$ cat src/rtl/camera_pkg.sv
// Shared types and default constants for the camera exposure/readout sequencer.
package camera_pkg;

  typedef enum logic [1:0] {
    IDLE,
    EXPOSE,
    READOUT,
    ERASE
  } state_e;

  localparam int N_ROWS_DEF       = 2;
  localparam int EXP_W_DEF        = 5;
  localparam int EXP_RESET_DEF    = 16;
  localparam int EXP_MIN_DEF      = 2;
  localparam int EXP_MAX_DEF      = 30;
  localparam int ADC_CYCLES_DEF   = 2;
  localparam int ERASE_CYCLES_DEF = 4;

  // One readout slot: setup cycle, ADC strobe cycles, hold cycle.
  function automatic int slot_len(input int adcCycles);
    return adcCycles + 2;
  endfunction

endpackage

$ cat src/rtl/exp_time_reg.sv
// Saturating up/down exposure-time register; adjusts only while enabled.
module exp_time_reg #(
  parameter int EXP_W     = 5,
  parameter int EXP_RESET = 16,
  parameter int EXP_MIN   = 2,
  parameter int EXP_MAX   = 30
) (
  input  logic             clk,
  input  logic             rst_n,
  input  logic             en,
  input  logic             inc,
  input  logic             dec,
  output logic [EXP_W-1:0] value
);

  logic [EXP_W-1:0] value_q, value_d;

  always_comb begin
    value_d = value_q;
    if (en) begin
      if (inc && !dec && (value_q < EXP_W'(EXP_MAX))) begin
        value_d = value_q + EXP_W'(1);
      end else if (dec && !inc && (value_q > EXP_W'(EXP_MIN))) begin
        value_d = value_q - EXP_W'(1);
      end
    end
  end

  always_ff @(posedge clk) begin
    if (!rst_n) begin
      value_q <= EXP_W'(EXP_RESET);
    end else begin
      value_q <= value_d;
    end
  end

  assign value = value_q;

endmodule

$ cat src/rtl/camera_sequencer.sv
// Frame sequencer: erase release, exposure countdown, then row-by-row readout
// with an ADC strobe per row; optional continuous mode with timed erase.
module camera_sequencer
  import camera_pkg::*;
#(
  parameter int N_ROWS       = N_ROWS_DEF,
  parameter int EXP_W        = EXP_W_DEF,
  parameter int EXP_RESET    = EXP_RESET_DEF,
  parameter int EXP_MIN      = EXP_MIN_DEF,
  parameter int EXP_MAX      = EXP_MAX_DEF,
  parameter int ADC_CYCLES   = ADC_CYCLES_DEF,
  parameter int ERASE_CYCLES = ERASE_CYCLES_DEF
) (
  input  logic              clk,
  input  logic              rst_n,
  input  logic              init,
  input  logic              cont,
  input  logic              exp_increase,
  input  logic              exp_decrease,
  output logic [N_ROWS-1:0] nre,
  output logic              adc,
  output logic              expose,
  output logic              erase,
  output logic              busy,
  output logic              frame_done,
  output logic [EXP_W-1:0]  exp_time
);

  localparam int SLOT    = slot_len(ADC_CYCLES);
  localparam int CNT_MAX = (SLOT > ERASE_CYCLES) ? SLOT : ERASE_CYCLES;
  localparam int CNT_W   = $clog2(CNT_MAX + 1);
  localparam int ROW_W   = (N_ROWS > 1) ? $clog2(N_ROWS) : 1;

  state_e            state_q, state_d;
  logic [EXP_W-1:0]  expCnt_q, expCnt_d;
  logic [CNT_W-1:0]  slotCnt_q, slotCnt_d;
  logic [ROW_W-1:0]  row_q, row_d;

  logic [N_ROWS-1:0] nre_q, nre_d;
  logic              adc_q, adc_d;
  logic              expose_q, expose_d;
  logic              erase_q, erase_d;
  logic              busy_q, busy_d;
  logic              frameDone_q, frameDone_d;

  logic [EXP_W-1:0]  expTime;
  logic              expEn;

  // Adjustments are only accepted while idle and not being overridden by init.
  assign expEn = (state_q == IDLE) && !init;

  exp_time_reg #(
    .EXP_W     (EXP_W),
    .EXP_RESET (EXP_RESET),
    .EXP_MIN   (EXP_MIN),
    .EXP_MAX   (EXP_MAX)
  ) u_exp_time_reg (
    .clk   (clk),
    .rst_n (rst_n),
    .en    (expEn),
    .inc   (exp_increase),
    .dec   (exp_decrease),
    .value (expTime)
  );

  always_comb begin
    state_d     = state_q;
    expCnt_d    = expCnt_q;
    slotCnt_d   = slotCnt_q;
    row_d       = row_q;
    frameDone_d = 1'b0;

    unique case (state_q)
      IDLE: begin
        if (init) begin
          state_d  = EXPOSE;
          expCnt_d = expTime;
        end
      end
      EXPOSE: begin
        if (expCnt_q <= EXP_W'(1)) begin
          state_d   = READOUT;
          row_d     = '0;
          slotCnt_d = '0;
        end else begin
          expCnt_d = expCnt_q - EXP_W'(1);
        end
      end
      READOUT: begin
        if (slotCnt_q == CNT_W'(SLOT - 1)) begin
          slotCnt_d = '0;
          if (row_q == ROW_W'(N_ROWS - 1)) begin
            frameDone_d = 1'b1;
            state_d     = cont ? ERASE : IDLE;
          end else begin
            row_d = row_q + ROW_W'(1);
          end
        end else begin
          slotCnt_d = slotCnt_q + CNT_W'(1);
        end
      end
      ERASE: begin
        if (slotCnt_q == CNT_W'(ERASE_CYCLES - 1)) begin
          state_d   = EXPOSE;
          expCnt_d  = expTime;
          slotCnt_d = '0;
        end else begin
          slotCnt_d = slotCnt_q + CNT_W'(1);
        end
      end
      default: state_d = IDLE;
    endcase

    // Outputs are decoded from the next state so they register in step with it.
    nre_d = '1;
    if (state_d == READOUT) begin
      nre_d[row_d] = 1'b0;
    end
    adc_d    = (state_d == READOUT) && (slotCnt_d >= CNT_W'(1)) &&
               (slotCnt_d <= CNT_W'(ADC_CYCLES));
    expose_d = (state_d == EXPOSE);
    erase_d  = (state_d == IDLE) || (state_d == ERASE);
    busy_d   = (state_d != IDLE);
  end

  always_ff @(posedge clk) begin
    if (!rst_n) begin
      state_q     <= IDLE;
      expCnt_q    <= '0;
      slotCnt_q   <= '0;
      row_q       <= '0;
      nre_q       <= '1;
      adc_q       <= 1'b0;
      expose_q    <= 1'b0;
      erase_q     <= 1'b1;
      busy_q      <= 1'b0;
      frameDone_q <= 1'b0;
    end else begin
      state_q     <= state_d;
      expCnt_q    <= expCnt_d;
      slotCnt_q   <= slotCnt_d;
      row_q       <= row_d;
      nre_q       <= nre_d;
      adc_q       <= adc_d;
      expose_q    <= expose_d;
      erase_q     <= erase_d;
      busy_q      <= busy_d;
      frameDone_q <= frameDone_d;
    end
  end

  assign nre        = nre_q;
  assign adc        = adc_q;
  assign expose     = expose_q;
  assign erase      = erase_q;
  assign busy       = busy_q;
  assign frame_done = frameDone_q;
  assign exp_time   = expTime;

endmodule

$ cat config.mk
export PLATFORM = sky130hd
export DESIGN_NAME = camera_sequencer
export DESIGN_NICKNAME = d
export VERILOG_FILES = /design/src/rtl/camera_pkg.sv /design/src/rtl/exp_time_reg.sv /design/src/rtl/camera_sequencer.sv
export SDC_FILE = /design/constraint.sdc
export NUM_CORES = 1
export LEC_CHECK = 0
export ABC_CLOCK_PERIOD_IN_PS = 2600
export CAP_MARGIN = 15
export CORE_MARGIN = 2
export CORE_UTILIZATION = 40
export CTS_CLUSTER_DIAMETER = 120
export DETAILED_ROUTE_END_ITERATION = 10
export GPL_ROUTABILITY_DRIVEN = 0
export PLACE_DENSITY = 0.6
export SLEW_MARGIN = 5
export SYNTH_ARGS = -nofsm -noshare
export SYNTH_HDL_FRONTEND = slang
export SYNTH_SLANG_ARGS = --single-unit
$ cat constraint.sdc
create_clock -name clk -period 2.6 [get_ports clk]
set_input_delay 0.52 -clock clk [delete_from_list [all_inputs] [get_ports clk]]
set_output_delay 0.52 -clock clk [all_outputs]
set_load 0.01 [all_outputs]
; ---- Word level (Yosys, flattened, before mapping)
; Index checks and enable logic that the tools add are counted.
[classes]
reduce_logical = 22
n_lt_le_gt_ge = 7
add_sub_neg = 5
bitwise_logic = 1
eq_ne = 10
n_mux = 23
[ops]
columns = cell, n
row1 = $mux 5, 5
row2 = $pmux 5 s3, 1
row3 = $mux 2, 6
row4 = $sub 5x1->5 const B, 2
row5 = $eq 2x2->1 const B, 4
row6 = $logic_and 1x1->1, 8
row7 = $pmux 2 s4, 1
row8 = $mux 3, 2
row9 = $ne 2x2->1 const B, 3
row10 = $pmux 3 s2, 1
row11 = $add 5x1->5 const B, 1
row12 = $gt 5x2->1 const B, 1
row13 = $le 5x1->1 const B, 1
row14 = $lt 5x5->1 const B, 1
row15 = $mux 1, 5
row16 = $eq 2x1->1 const B, 2
row17 = $logic_not 2->1, 2
row18 = $reduce_and 2->1, 2
row19 = $reduce_and 4->1, 1
row20 = $reduce_bool 2->1, 2
row21 = $add 3x1->3 const B, 1
row22 = $eq 3x2->1 const B, 1
row23 = $ge 3x1->1 const B, 1
row24 = $le 3x2->1 const B, 1
row25 = other kinds (11), 13
[totals]
regBits = 23

; ---- Depth between registers and ports, before layout
; Gate-level depths: netlist of run 1.
[logic_depth]
depth_word = 9
mapped_depth = 10
ltp_nobuf = 10

; ---- Hierarchy
; From an unflattened synthesis of run 1, not the netlist that was laid out.
[unflattened]
cells_unflattened = 159
hier_area_um2 = 1401.3
[modules_own_cells]
columns = mod, cells_per_inst, instances, area_each_um2
row1 = camera_sequencer, 118, 1, 1022.2
row2 = exp_time_reg, 41, 1, 379.1

; ---- Least setup slack after synthesis of run 1
; No wires, ideal clock.
[synth_timing]
path_kind = input to register
from = in exp_decrease
to = reg u_exp_time_reg.value_q[4], in the netlist u_exp_time_reg.value[4]
arrival_ps = 2177
path_buffers = 0
setup_ps = 69
path_slack_ps = 354
path_stages = 8
t_required_ps = 2531
cell_sequence = and3b_1 -> inv_1 -> fa_1 -> a21o_1 -> a21oi_2 -> mux2_4 -> and3_1 -> o21ai_1
[synth_via]
elab_chain_cells = 5
[synth_lines]
columns = item, line
row1 = start: declaration, camera_sequencer.sv:19  ; input logic exp_decrease,
row2 = $logic_not 1->1, exp_time_reg.sv:21  ; if (inc && !dec && (value_q < EXP_W'(EXP_MAX))) begin
row3 = $logic_and 1x1->1 (2 in a row), exp_time_reg.sv:21
row4 = $reduce_bool 2->1 (no line), -
row5 = $reduce_and 2->1 (no line), -
row6 = end signal: assignment, exp_time_reg.sv:31  ; value_q <= EXP_W'(EXP_RESET);
row7 = end signal: assignment, exp_time_reg.sv:33  ; value_q <= value_d;
row8 = end: declaration, exp_time_reg.sv:16  ; logic [EXP_W-1:0] value_q, value_d;
; Several ways; a longest one is shown, not always the timed one.
; A chain may end at the register's enable or synchronous reset.

; ---- Final worst setup path of run 1
; Ends and elaborated chain as after synthesis.

==> results of run 1 <==
[power breakdown]
group          internal, mW  switching, mW
registers             0.403         0.0545
clock network        0.0598          0.103
logic                 0.243          0.253
[flip-flops by register name, summed over array words and instances, names as in the netlist]
| name | count |
|---|---|
| expCnt_q | 5 |
| u_exp_time_reg.value | 5 |
| slotCnt_q | 3 |
| nre | 2 |
| state_q | 2 |
| adc | 1 |
| busy | 1 |
| erase | 1 |
| expose | 1 |
| frame_done | 1 |
| row_q | 1 |
[stage by stage]
stage	cell area (µm²)	instances	power, mW	TNS (ns)
after CTS	1682	225	1.126	0
after floorplan	1380	154	0.8015	0
after global routing	1682	225	1.211	0
after detailed placement	1655	221	0.9609	-0.05838
after global placement	1655	221	0.9490	-0.01967
final	1682	225	1.116	0
[Yosys cell counts (2+ instances only)]
master    number  area share
a31oi_1        3       0.014
o21ai_1        7       0.025
a21oi_1        5       0.018
nand4_1        2      0.0091
ha_1          13        0.12
a21boi_1       2       0.011
clkbuf_1       4       0.011
nand3_1        6       0.022
inv_1          9       0.024
dfxtp_1       23        0.33
nor2_1         5       0.014
nor2b_1        6       0.027
xnor2_1        4       0.025
a31o_1         2       0.013
a21o_1         3       0.016
nand2_1       16       0.044
and2_1         5       0.023
nand2b_1       4       0.018
and3_1         2      0.0091
or2_1          2      0.0091
[final timing paths]
| check | cells after the start | startpoint | slack (ns) | end |
|---|---|---|---|---|
| setup reg to reg | 10 | state_q[0] | 0.36 | nre[0] |
| hold / removal | 2 | row_q | 0.51 | frame_done |
| hold reg to reg | 2 | row_q | 0.51 | frame_done |
| setup / recovery | 9 | exp_decrease | 0.25 | u_exp_time_reg.value[4] |
[worst max-delay path, stage by stage]
cell and delay, ns:
clkdlybuf4s50_1 0.43, and3b_1 0.24, inv_1 0.08, fa_1 0.40, a21o_1 0.18, a21oi_2 0.14, mux2_4 0.31, a21oi_1 0.15
o21ai_1 0.08
[area by class of cell]
cell class,instances,area [µm²],share of cell area
clock buffer,4,26.28,0.01563
tap,46,57.56,0.03423
inverter,9,33.78,0.02009
multi-input combinational,117,865.8,0.5149
timing repair buffer,26,237.7,0.1414
sequential,23,460.4,0.2738
[logic make-up (layout without fill, tap and decap cells)]
logic type / after synthesis / in the layout / share of synthesized area
AO/OA/AOI/OAI: 39 / 39 / 0.2112
XOR/XNOR: 5 / 5 / 0.03173
adder cells (fa/ha/maj): 14 / 14 / 0.1324
buffers and inverters: 14 / 39 / 0.03898
flip-flops: 23 / 23 / 0.3336
multiplexers: 3 / 3 / 0.02629
AND/OR/NAND/NOR: 56 / 56 / 0.2257
[layer usage]
metal	track usage	routed length (µm)	share of wire	vias up
li1	-	-	-	593
met1	0.1946	1359	0.47	530
met2	0.2755	1426	0.50	19
met5	0	0	0	-
met4	0.05833	20	0.0069	0
met3	0.02883	71	0.025	2
==> results_dict.tcl, run 1 <==
set metrics [dict create \
    root_buffer "clkbuf_4" \
    critPathArrivalTime_ns 2.52 \
    wirelength_um 2878 \
    die_w_um 62.74 \
    cts_resized 0 \
    ir_drop_v 0.0003411 \
    first_global_vias 1100 \
    fp.dieH_um 62.74 \
    antenna_found_initial 0 \
    postSynthAreaPerCell_um2 8.962 \
    powerDensity_nw_per_um2 663.9 \
    post_drt_wl_per_cell_um 12.79 \
    antenna_cells 0 \
    synth-warning-count 0 \
    yosysUniqueCellTypes 51 \
    clk_pin_slew_ns 0.12 \
    grt_usage 0.1585 \
    leakage_nw 0.6942 \
    io_buffers 17 \
    hold_slack_ns 0.5066 \
    slew-limit-headroom 0.5650 \
    grt_overflow 0 \
    h-tree-depth 1 \
    worst_slew_pin_slew_ns 0.6505 \
    netlist_area_um2 1380 \
    fmax_mhz 425.7 \
    via_per_inst 5.084 \
    cts_buffer_depth 2 \
    drcViolationCount 0 \
    rsz0062_at_grt "false" \
    final_common_cell "dfxtp_1" \
    ioPinCount 18 \
    clock_latency_ns 0.30 \
    syn-num-nets 174 \
    critPathMaxFanout 3 \
    die-area_um2 3936 \
    ys_seq_area_frac 0.3336 \
    final_nets 200 \
    start_util 0.4136 \
    grt_pass1_wl_um 4974 \
    finalMaxSlewViolations 0 \
    fill_cells 333 \
    cap_viol_max_count 0 \
    holdCritPathClass "reg -> reg" \
    min_period_ns 2.349 \
    ys_ff_latch 23 \
    post_cts_buffers 0 \
    antenna_left 0 \
    synthCells 154 \
    cts_hold_buffers 0 \
    crit_type "in -> reg" \
    finClkSkew_ns 0.004819 \
    async_reset_ff_frac 0 \
    fin_util 0.5039 \
    clock_sinks 23 \
    vias 1144 \
    startpoint_type "input port" \
    dp_slack_ns -0.05838 \
    rows 21 \
    finalHoldViolCount 0 \
    hpwl_um 2188 \
    critPathCaptureType "flip-flop" \
    synth_edf_count 0 \
    first_iter_violations 53 \
    post-route-period-util 0.9034 \
    status "completed" \
    required_ns 2.77 \
    grt_max_degree 20 \
    layout_common_cells "dfxtp_1, clkdlybuf4s50_1, nand2_1" \
    setup_ws_ns 0.2511 \
    final-setup-viol-count 0 \
    area_growth_pct 21.85 \
    cts_made_buffers 3 \
    synthFlopType "dfxtp_1" \
    dr.pass1.iters 4 \
    drive_gt1_frac 0.1229 \
    core_um2 3337 \
    tritoncts "built" \
]
Power figures use the tool's default switching activity.
==> run 2: changes to the inputs <==
--- a/config.mk
+++ b/config.mk
@@ -13,6 +13,7 @@
 export DETAILED_ROUTE_END_ITERATION = 10
 export GPL_ROUTABILITY_DRIVEN = 0
 export PLACE_DENSITY = 0.6
+export SKIP_LAST_GASP = 1
 export SLEW_MARGIN = 5
 export SYNTH_ARGS = -nofsm -noshare
 export SYNTH_HDL_FRONTEND = slang
==> results of run 2 <==
The final DEF is identical to that of run 1; final timing and power are the same.
